[src/rtl/mmio_arb_pkg.sv]
// rtl/mmio_arb_pkg.sv - shared types and constants for the MMIO arbiter
// Contents: owner state encoding, master index constants, default idle address.
package mmio_arb_pkg;

  typedef enum logic [1:0] {
    IDLE  = 2'd0,
    OWN0  = 2'd1,
    OWN1  = 2'd2,
    LOCK1 = 2'd3
  } owner_e;

  localparam logic M0 = 1'b0;
  localparam logic M1 = 1'b1;

  // Top of the address space, outside every decoded mmio register.
  localparam logic [31:0] DEFAULT_IDLE_ADDR = 32'hFFFF_FFFC;

endpackage

[src/rtl/mmio_arb_rr_pick.sv]
// rtl/mmio_arb_rr_pick.sv - two-way round-robin picker
// Ports:
//   req      in  2  request per master (bit index = master index)
//   last_gnt in  1  master granted most recently
//   force0   in  1  give M0 priority this cycle (end of an M1 lock)
//   gnt      out 2  one-hot grant, never set without the matching req
module mmio_arb_rr_pick
  import mmio_arb_pkg::*;
(
  input  logic [1:0] req,
  input  logic       last_gnt,
  input  logic       force0,
  output logic [1:0] gnt
);

  always_comb begin
    gnt = 2'b00;
    if (force0 && req[M0]) begin
      gnt = 2'b01;
    end else if (req == 2'b11) begin
      // Tie: the master that did not win last time goes now.
      gnt = (last_gnt == M1) ? 2'b01 : 2'b10;
    end else begin
      gnt = req;
    end
  end

endmodule

[src/rtl/mmio_arbiter.sv]
// rtl/mmio_arbiter.sv - round-robin share of the single-cycle mmio slave port
// Optional feature macro: MMIO_ARB_LOCK_EN (M1 bus lock with MAX_LOCK bound).
// Ports:
//   clk, rst                 clock, synchronous active-low reset
//   m0_* / m1_*              req, addr, wmask (0 = read), wdata in;
//                            gnt (combinational), rvalid, rdata (registered) out
//   m1_lock                  M1 lock request (ignored without the macro)
//   mmio_o_addr/wmask/wdata  request towards the mmio block
//   mmio_i_rdata             read data from the mmio block
module mmio_arbiter
  import mmio_arb_pkg::*;
#(
  parameter logic [31:0] IDLE_ADDR = DEFAULT_IDLE_ADDR,
  parameter int unsigned MAX_LOCK  = 16
) (
  input  logic        clk,
  input  logic        rst,
  input  logic        m0_req,
  input  logic [31:0] m0_addr,
  input  logic [3:0]  m0_wmask,
  input  logic [31:0] m0_wdata,
  output logic        m0_gnt,
  output logic        m0_rvalid,
  output logic [31:0] m0_rdata,
  input  logic        m1_req,
  input  logic [31:0] m1_addr,
  input  logic [3:0]  m1_wmask,
  input  logic [31:0] m1_wdata,
  output logic        m1_gnt,
  output logic        m1_rvalid,
  output logic [31:0] m1_rdata,
  input  logic        m1_lock,
  output logic [31:0] mmio_o_addr,
  output logic [3:0]  mmio_o_wmask,
  output logic [31:0] mmio_o_wdata,
  input  logic [31:0] mmio_i_rdata
);

  owner_e     state;
  owner_e     state_next;
  logic       last_gnt;
  logic [1:0] req;
  logic [1:0] pick_gnt;
  logic [1:0] gnt;
  logic       force0;

  // Holding reset keeps every grant low and the slave port idle.
  assign req = rst ? {m1_req, m0_req} : 2'b00;

`ifdef MMIO_ARB_LOCK_EN
  logic [7:0] lock_cnt;
  logic [7:0] lock_cnt_next;
  logic       locked;
  logic       lock_cycle;

  // Counter at the limit: this cycle belongs to M0 if it wants it.
  assign force0 = (lock_cnt == MAX_LOCK[7:0]);
  assign locked = rst && (state == LOCK1) && m1_lock && !force0;
`else
  logic [10:0] unused_cfg;
  assign force0     = 1'b0;
  assign unused_cfg = {m1_lock, state, MAX_LOCK[7:0]};
`endif

  mmio_arb_rr_pick u_pick (
    .req      (req),
    .last_gnt (last_gnt),
    .force0   (force0),
    .gnt      (pick_gnt)
  );

  always_comb begin
    gnt = pick_gnt;
`ifdef MMIO_ARB_LOCK_EN
    // Under lock M0 is shut out even while M1 is momentarily not requesting.
    if (locked) begin
      gnt = {m1_req, 1'b0};
    end
`endif
  end

  assign m0_gnt = gnt[M0];
  assign m1_gnt = gnt[M1];

  always_comb begin
    mmio_o_addr  = IDLE_ADDR;
    mmio_o_wmask = 4'h0;
    mmio_o_wdata = 32'h0;
    if (gnt[M0]) begin
      mmio_o_addr  = m0_addr;
      mmio_o_wmask = m0_wmask;
      mmio_o_wdata = m0_wdata;
    end else if (gnt[M1]) begin
      mmio_o_addr  = m1_addr;
      mmio_o_wmask = m1_wmask;
      mmio_o_wdata = m1_wdata;
    end
  end

  always_comb begin
    state_next = IDLE;
    if (gnt[M0]) begin
      state_next = OWN0;
    end else if (gnt[M1]) begin
      state_next = OWN1;
    end
`ifdef MMIO_ARB_LOCK_EN
    // A lock cycle is a locked M1 grant, a locked idle cycle, or a fresh
    // lock start; the forced M0 turn restarts the count from this cycle.
    lock_cycle    = (gnt[M1] && m1_lock) || locked;
    lock_cnt_next = 8'd0;
    if (lock_cycle) begin
      state_next    = LOCK1;
      lock_cnt_next = force0 ? 8'd1 : lock_cnt + 8'd1;
    end
`endif
  end

  always_ff @(posedge clk) begin
    if (!rst) begin
      state     <= IDLE;
      last_gnt  <= M1;
      m0_rvalid <= 1'b0;
      m1_rvalid <= 1'b0;
      m0_rdata  <= 32'h0;
      m1_rdata  <= 32'h0;
    end else begin
      state     <= state_next;
      m0_rvalid <= gnt[M0];
      m1_rvalid <= gnt[M1];
      if (|gnt) begin
        last_gnt <= gnt[M1];
      end
      if (gnt[M0]) begin
        m0_rdata <= mmio_i_rdata;
      end
      if (gnt[M1]) begin
        m1_rdata <= mmio_i_rdata;
      end
    end
  end

`ifdef MMIO_ARB_LOCK_EN
  always_ff @(posedge clk) begin
    if (!rst) begin
      lock_cnt <= 8'd0;
    end else begin
      lock_cnt <= lock_cnt_next;
    end
  end
`endif

endmodule

[config.mk]
export PLATFORM = sky130hd
export DESIGN_NAME = mmio_arbiter
export DESIGN_NICKNAME = d
export VERILOG_FILES = /design/src/rtl/mmio_arb_pkg.sv /design/src/rtl/mmio_arb_rr_pick.sv /design/src/rtl/mmio_arbiter.sv
export SDC_FILE = /design/constraint.sdc
export NUM_CORES = 1
export LEC_CHECK = 0
export CAP_MARGIN = 40
export CORE_AREA = 8 8 109 131
export DETAILED_ROUTE_END_ITERATION = 16
export DIE_AREA = 0 0 117 139
export GPL_ROUTABILITY_DRIVEN = 0
export PLACE_DENSITY = 0.81
export SLEW_MARGIN = 20
export SYNTH_ARGS = -nofsm -noshare
export SYNTH_HDL_FRONTEND = slang
export SYNTH_SLANG_ARGS = --single-unit
[constraint.sdc]
create_clock -name clk -period 1.59 [get_ports clk]
set_input_delay 0.2385 -clock clk [delete_from_list [all_inputs] [get_ports clk]]
set_output_delay 0.2385 -clock clk [all_outputs]
set_load 0.05 [all_outputs]
======== Word-level counts from Yosys, hierarchy flattened ========
Cells that the tools add are included.
Widths: inputs -> output; s select.
operators by class
  reductions and logical operators ........ 1
  equality and inequality tests ........... 1
  mux-type cells .......................... 9
operator list
  cell                count
  $mux 32             4
  $mux 4              2
  $mux 2              3
  $eq 2x2->1 const B  1
  $reduce_or 2->1     1
word-level totals
  word-level logic and storage cells ...... 16
  output and inout bits ................... 136
  register bits after elaboration ......... 67
  bits of input ports ..................... 173

======== Depth between registers and ports, before layout ========
  word-level depth ........................ 5
  depth in mapped cells ................... 5
  mapped depth without buffers ............ 3

======== Cells and area by module ========
From an unflattened synthesis, not the netlist that was laid out.
unflattened totals
  cells, all modules ...................... 336
  area total of the unflattened synthesis .. 3,379.5 um^2
modules (own cells, without submodules)
  module            seq. area each (um^2)  area each (um^2)  instances  cells an instance
  mmio_arbiter      1,341.3                3,357.0           1          332
  mmio_arb_rr_pick  0.0                    22.5              1          4

======== Worst setup path before layout ========
OpenSTA, ideal clock, no wires.
  path type ............................... reg2out
  from .................................... register last_gnt
  to ...................................... output port mmio_o_wdata[0]
  data arrival time ....................... 1,910 ps
  cell stages (with the launch flop) ...... 5
  setup slack ............................. -559 ps
  data required time ...................... 1,351 ps
  buffers on the path ..................... 2
  cells stage by stage .................... dfxtp_1 -> o21ai_2 -> buf_6 -> buf_6 -> o21ai_0
on the way
  word-level cells in the longest chain between the ends .. 4
RTL lines
  what                      RTL line                text
  start: declaration        mmio_arbiter.sv:41      logic last_gnt;
  start signal: assignment  mmio_arbiter.sv:132     last_gnt <= gnt[M1];
  $mux 2 *                  mmio_arb_rr_pick.sv:22  gnt = (last_gnt == M1) ? 2'b01 : 2'b10;
  $mux 2 *                  mmio_arb_rr_pick.sv:20  end else if (req == 2'b11) begin
  $mux 32                   mmio_arbiter.sv:93      end else if (gnt[M1]) begin
  $mux 32 *                 mmio_arbiter.sv:89      if (gnt[M0]) begin
  end: declaration          mmio_arbiter.sv:35      output logic [31:0] mmio_o_wdata,
Every way passes the cells marked *; elsewhere a longest branch is shown, timed or not.

======== Final worst setup path ========
  from .................................... register last_gnt
  to ...................................... output port mmio_o_addr[8]
on the way
  word-level cells in the longest chain between the ends .. 4
RTL lines
  what              RTL line                text
  $mux 2 *          mmio_arb_rr_pick.sv:22
  $mux 2 *          mmio_arb_rr_pick.sv:20
  $mux 32           mmio_arbiter.sv:93
  $mux 32 *         mmio_arbiter.sv:89
  end: declaration  mmio_arbiter.sv:33      output logic [31:0] mmio_o_addr,
Marks and branches as above.

==> results by group <==
Logic synthesis
  – Synth cell count leaders: nand2_1, nand3_1, dfxtp_1
  – Syn Nets: 702
  – Ys Warns: 0
  – Mapped Area: 3830 um^2
  – Unique masters post-synth: 17
  – Synth Register Bits: 67
  – Top post-synthesis cells by area: dfxtp_1, nand2_1, nand3_1
  – Asr flop ratio synth: 0%
  – Top-count cell post-synth: nand2_1
  – Sequential fraction of the synthesis area: 35.1%
  – EDFF count, synth: 0
  – Synth Flop Type: dfxtp_1
  – Yosys top cell by area: dfxtp_1
  – Yosys top cell area share: 35.1%
  – Post-Syn Instances: 529
  – Synthesized area per cell: 7.23 um^2

Critical path
  – Worst EP required: 1.35 ns
  – Crit path DAT: 1.60 ns
  – Reg2reg setup slack: 0.05 ns
  – RR Startpoint: last_gnt$_SDFFE_PN1P_
  – CP delay by family, top: compound AO/OA/AOI/OAI gates
  – Slowest CP cell: dfxtp_4
  – CP Max Fanout: 8
  – Nature of the critical path endpoint: primary output
  – Reg2reg end: m1_rdata[24]$_SDFFE_PN0P_
  – CP startpoint: last_gnt$_SDFFE_PN1P_
  – CP Launch Type: register
  – Critical path buffer and inverter count: 2
  – Max incr delay on CP: 0.36 ns
  – Worst setup path end: mmio_o_addr[8]
  – CP cell instances: o21a_4, buf_16, a32oi_4, buf_6
  – Crit path depth: 4
  – CP Class: reg2out
  – Reg2Reg Depth: 6

Timing
  – Min Tclk post-route: 1.84 ns
  – Actual slew at the worst max-slew pin: 0.618 ns
  – Setup Skew: 0.00595 ns
  – Final Hold Violating Endpoints: 0
  – Final period util: 116%
  – Peak Freq: 543 MHz
  – Setup-failing EPs final: 70
  – Slew HR: 58.8%
  – Slew Limit Fails: 0
  – RSZ-0062 raised after global routing: true
  – Setup ws final: -0.252 ns

Die
  – Core region area: 12300 um^2
  – Rows: 45
  – Die Wd: 117 um
  – Die ar.: 16300 um^2
  – Die height: 139 um
  – Top-Level Pins: 309
  – Starting Density: 31.2%

Clocking
  – Clock root buffer: clkbuf_16
  – CTS buffer count: 9
  – Clk sink count: 67
  – H-tree levels: 3
  – CTS tree: built
  – Clock Pin Slew Worst Setup and Hold Paths: 0.06 ns
  – Post-CTS Hold Fix Bufs: 0
  – CTS Buffer Depth: 2
  – Worst-Skew Late Latency: 0.32 ns

Place
  – Cells after DPL: 989
  – PortBufs: 307
  – Setup WS pre-CTS: -0.450 ns
  – Placed Area: 8100 um^2
  – Detail Placement HPWL: 15900 um

Worst hold path
  – WHS Path Cells: 3
  – Worst min-delay path class: in2reg

GRT
  – Initial antenna violation count: 0
  – GRT Util Overall: 25.2%
  – Vias in the first global route: 5555
  – Largest net degree at the start of global routing: 70
  – Remaining Overflow, GRT: 0
  – Global-route wire length before repair: 31500 um

Finish
  – Ant diodes: 0
  – Final instance area: 9040 um^2
  – # fillers: 823
  – Proportion of layout cells with a drive suffix above 1: 33.9%
  – Sequential cell area: 1350 um^2
  – Post-route insts no fill: 1016
  – P&R area growth vs syn: 136%
  – Fin nets: 1020
  – Multi-input gate area: 2980 um^2

Power and ir drop
  – Power share of the clock group: 27.8%
  – Switch share: 36.6%
  – Sw Pwr: 2480 uW
  – Flop pwr share: 27.4%
  – Power per cell area: 747 nW/um^2
  – Leakage power: 0.00362 uW
  – Internal power consumption: 4280 uW
  – Combinational Power Share: 44.8%
  – Worst vdd ir: 649 uV

Drt
  – Antenna viol nets, final: 0
  – DR DRC count: 0
  – Vias/cell: 5.14
  – First-pass DRT Iterations: 5
  – Routed wire per std cell: 21.5 um
  – Routed WL: 21800 um
  – Initial DRC Count: 241
  – Vias: 5220

Status
  – Failing checks: negative setup slack
  – Status: finished with violations

Flow run
  – Max-capacitance violation count: 0
-- stage by stage --
step | util [%] | hold WS [ns] | setup TNS (ns) | total power [uW]
floorplan | - | 0.369 | -4.81 | 3370
global placement | 66.0 | 0.443 | -35.69 | 4600
detailed placement | 66.0 | 0.450 | -39.84 | 4650
CTS | 72.8 | 0.362 | -14.83 | 6730
global route | 73.7 | 0.415 | -18.15 | 7000
finish | 73.7 | 0.391 | -14.24 | 6760
-- repair_timing --
action	4_1_cts	5_1_grt
cloned	4	1
setup endpoints to repair	84	88
setup buffers	6	2
resized for setup	90	12
pin swaps	21	16
-- tightest hold or removal path: stages --
cell and delay (ns):
dlygate4sd2_1 0.26, o21ai_0 0.11, nand2_1 0.07
-- routing by layer --
layer  track usage, %  up-vias  wire length [um]
met5                0        -                 0
met4             15.9        0              1370
met3             9.02       86              2160
met2             44.9      262             11100
met1             23.4     2433              7210
li1                 -     2439                 -
-- flip-flops by register name, indices dropped and copies added (netlist names) --
register / cells
m1_rdata: 32
last_gnt: 1
m0_rvalid: 1
m1_rvalid: 1
m0_rdata: 32
-- layout by cell type (no fill, tap or decap), drive strengths merged --
cell type	count
a21boi	1
mux2i	32
and2	4
o21a	1
clkbuf	13
dfxtp	67
clkinv	4
buf	190
o21ai	72
nand2	136
nor2b	30
dlygate4sd2	2
inv	32
nand3	70
clkdlybuf4s50	168
a32oi	30
-- worst min-delay path by stage --
stage	slack, ns	from	end
2_1_floorplan	0.37	mmio_i_rdata[0]	m1_rdata[0]$_SDFFE_PN0P_
3_3_place_gp	0.44	m0_rdata[7]$_SDFFE_PN0P_	m0_rdata[7]$_SDFFE_PN0P_
3_5_place_dp	0.45	m0_rdata[12]$_SDFFE_PN0P_	m0_rdata[12]$_SDFFE_PN0P_
4_1_cts	0.36	m1_req	last_gnt$_SDFFE_PN1P_
5_1_grt	0.41	m1_req	last_gnt$_SDFFE_PN1P_
6_report	0.39	m1_req	last_gnt$_SDFFE_PN1P_
-- cell families after synthesis --
logic type / synth area share, %
muxes: 8.37
and+or+nand+nor: 28.1
AOI/OAI and AO/OA: 17.1
buffers and inverters: 11.4
DFF: 35.1
-- area by class of cell --
class                      instances  share of cell area (%)
timing repair buffer             362                    45.4
multi-input combinational        376                    32.9
clock buffer                      11                    2.80
clock inverter                     5                   0.401
tap                              164                    2.27
inverter                          31                    1.29
sequential                        67                    14.9
-- power by group through the flow --
stage | logic, uW | registers (uW) | clock network (uW)
after floorplan | 1130 | 2240 | 0
after global placement | 2720 | 1880 | 0
after detailed placement | 2760 | 1880 | 0
after CTS | 2970 | 1850 | 1910
after global routing | 3140 | 1860 | 2000
final | 3030 | 1850 | 1880
Note: power is estimated with default switching activity, not from simulation.
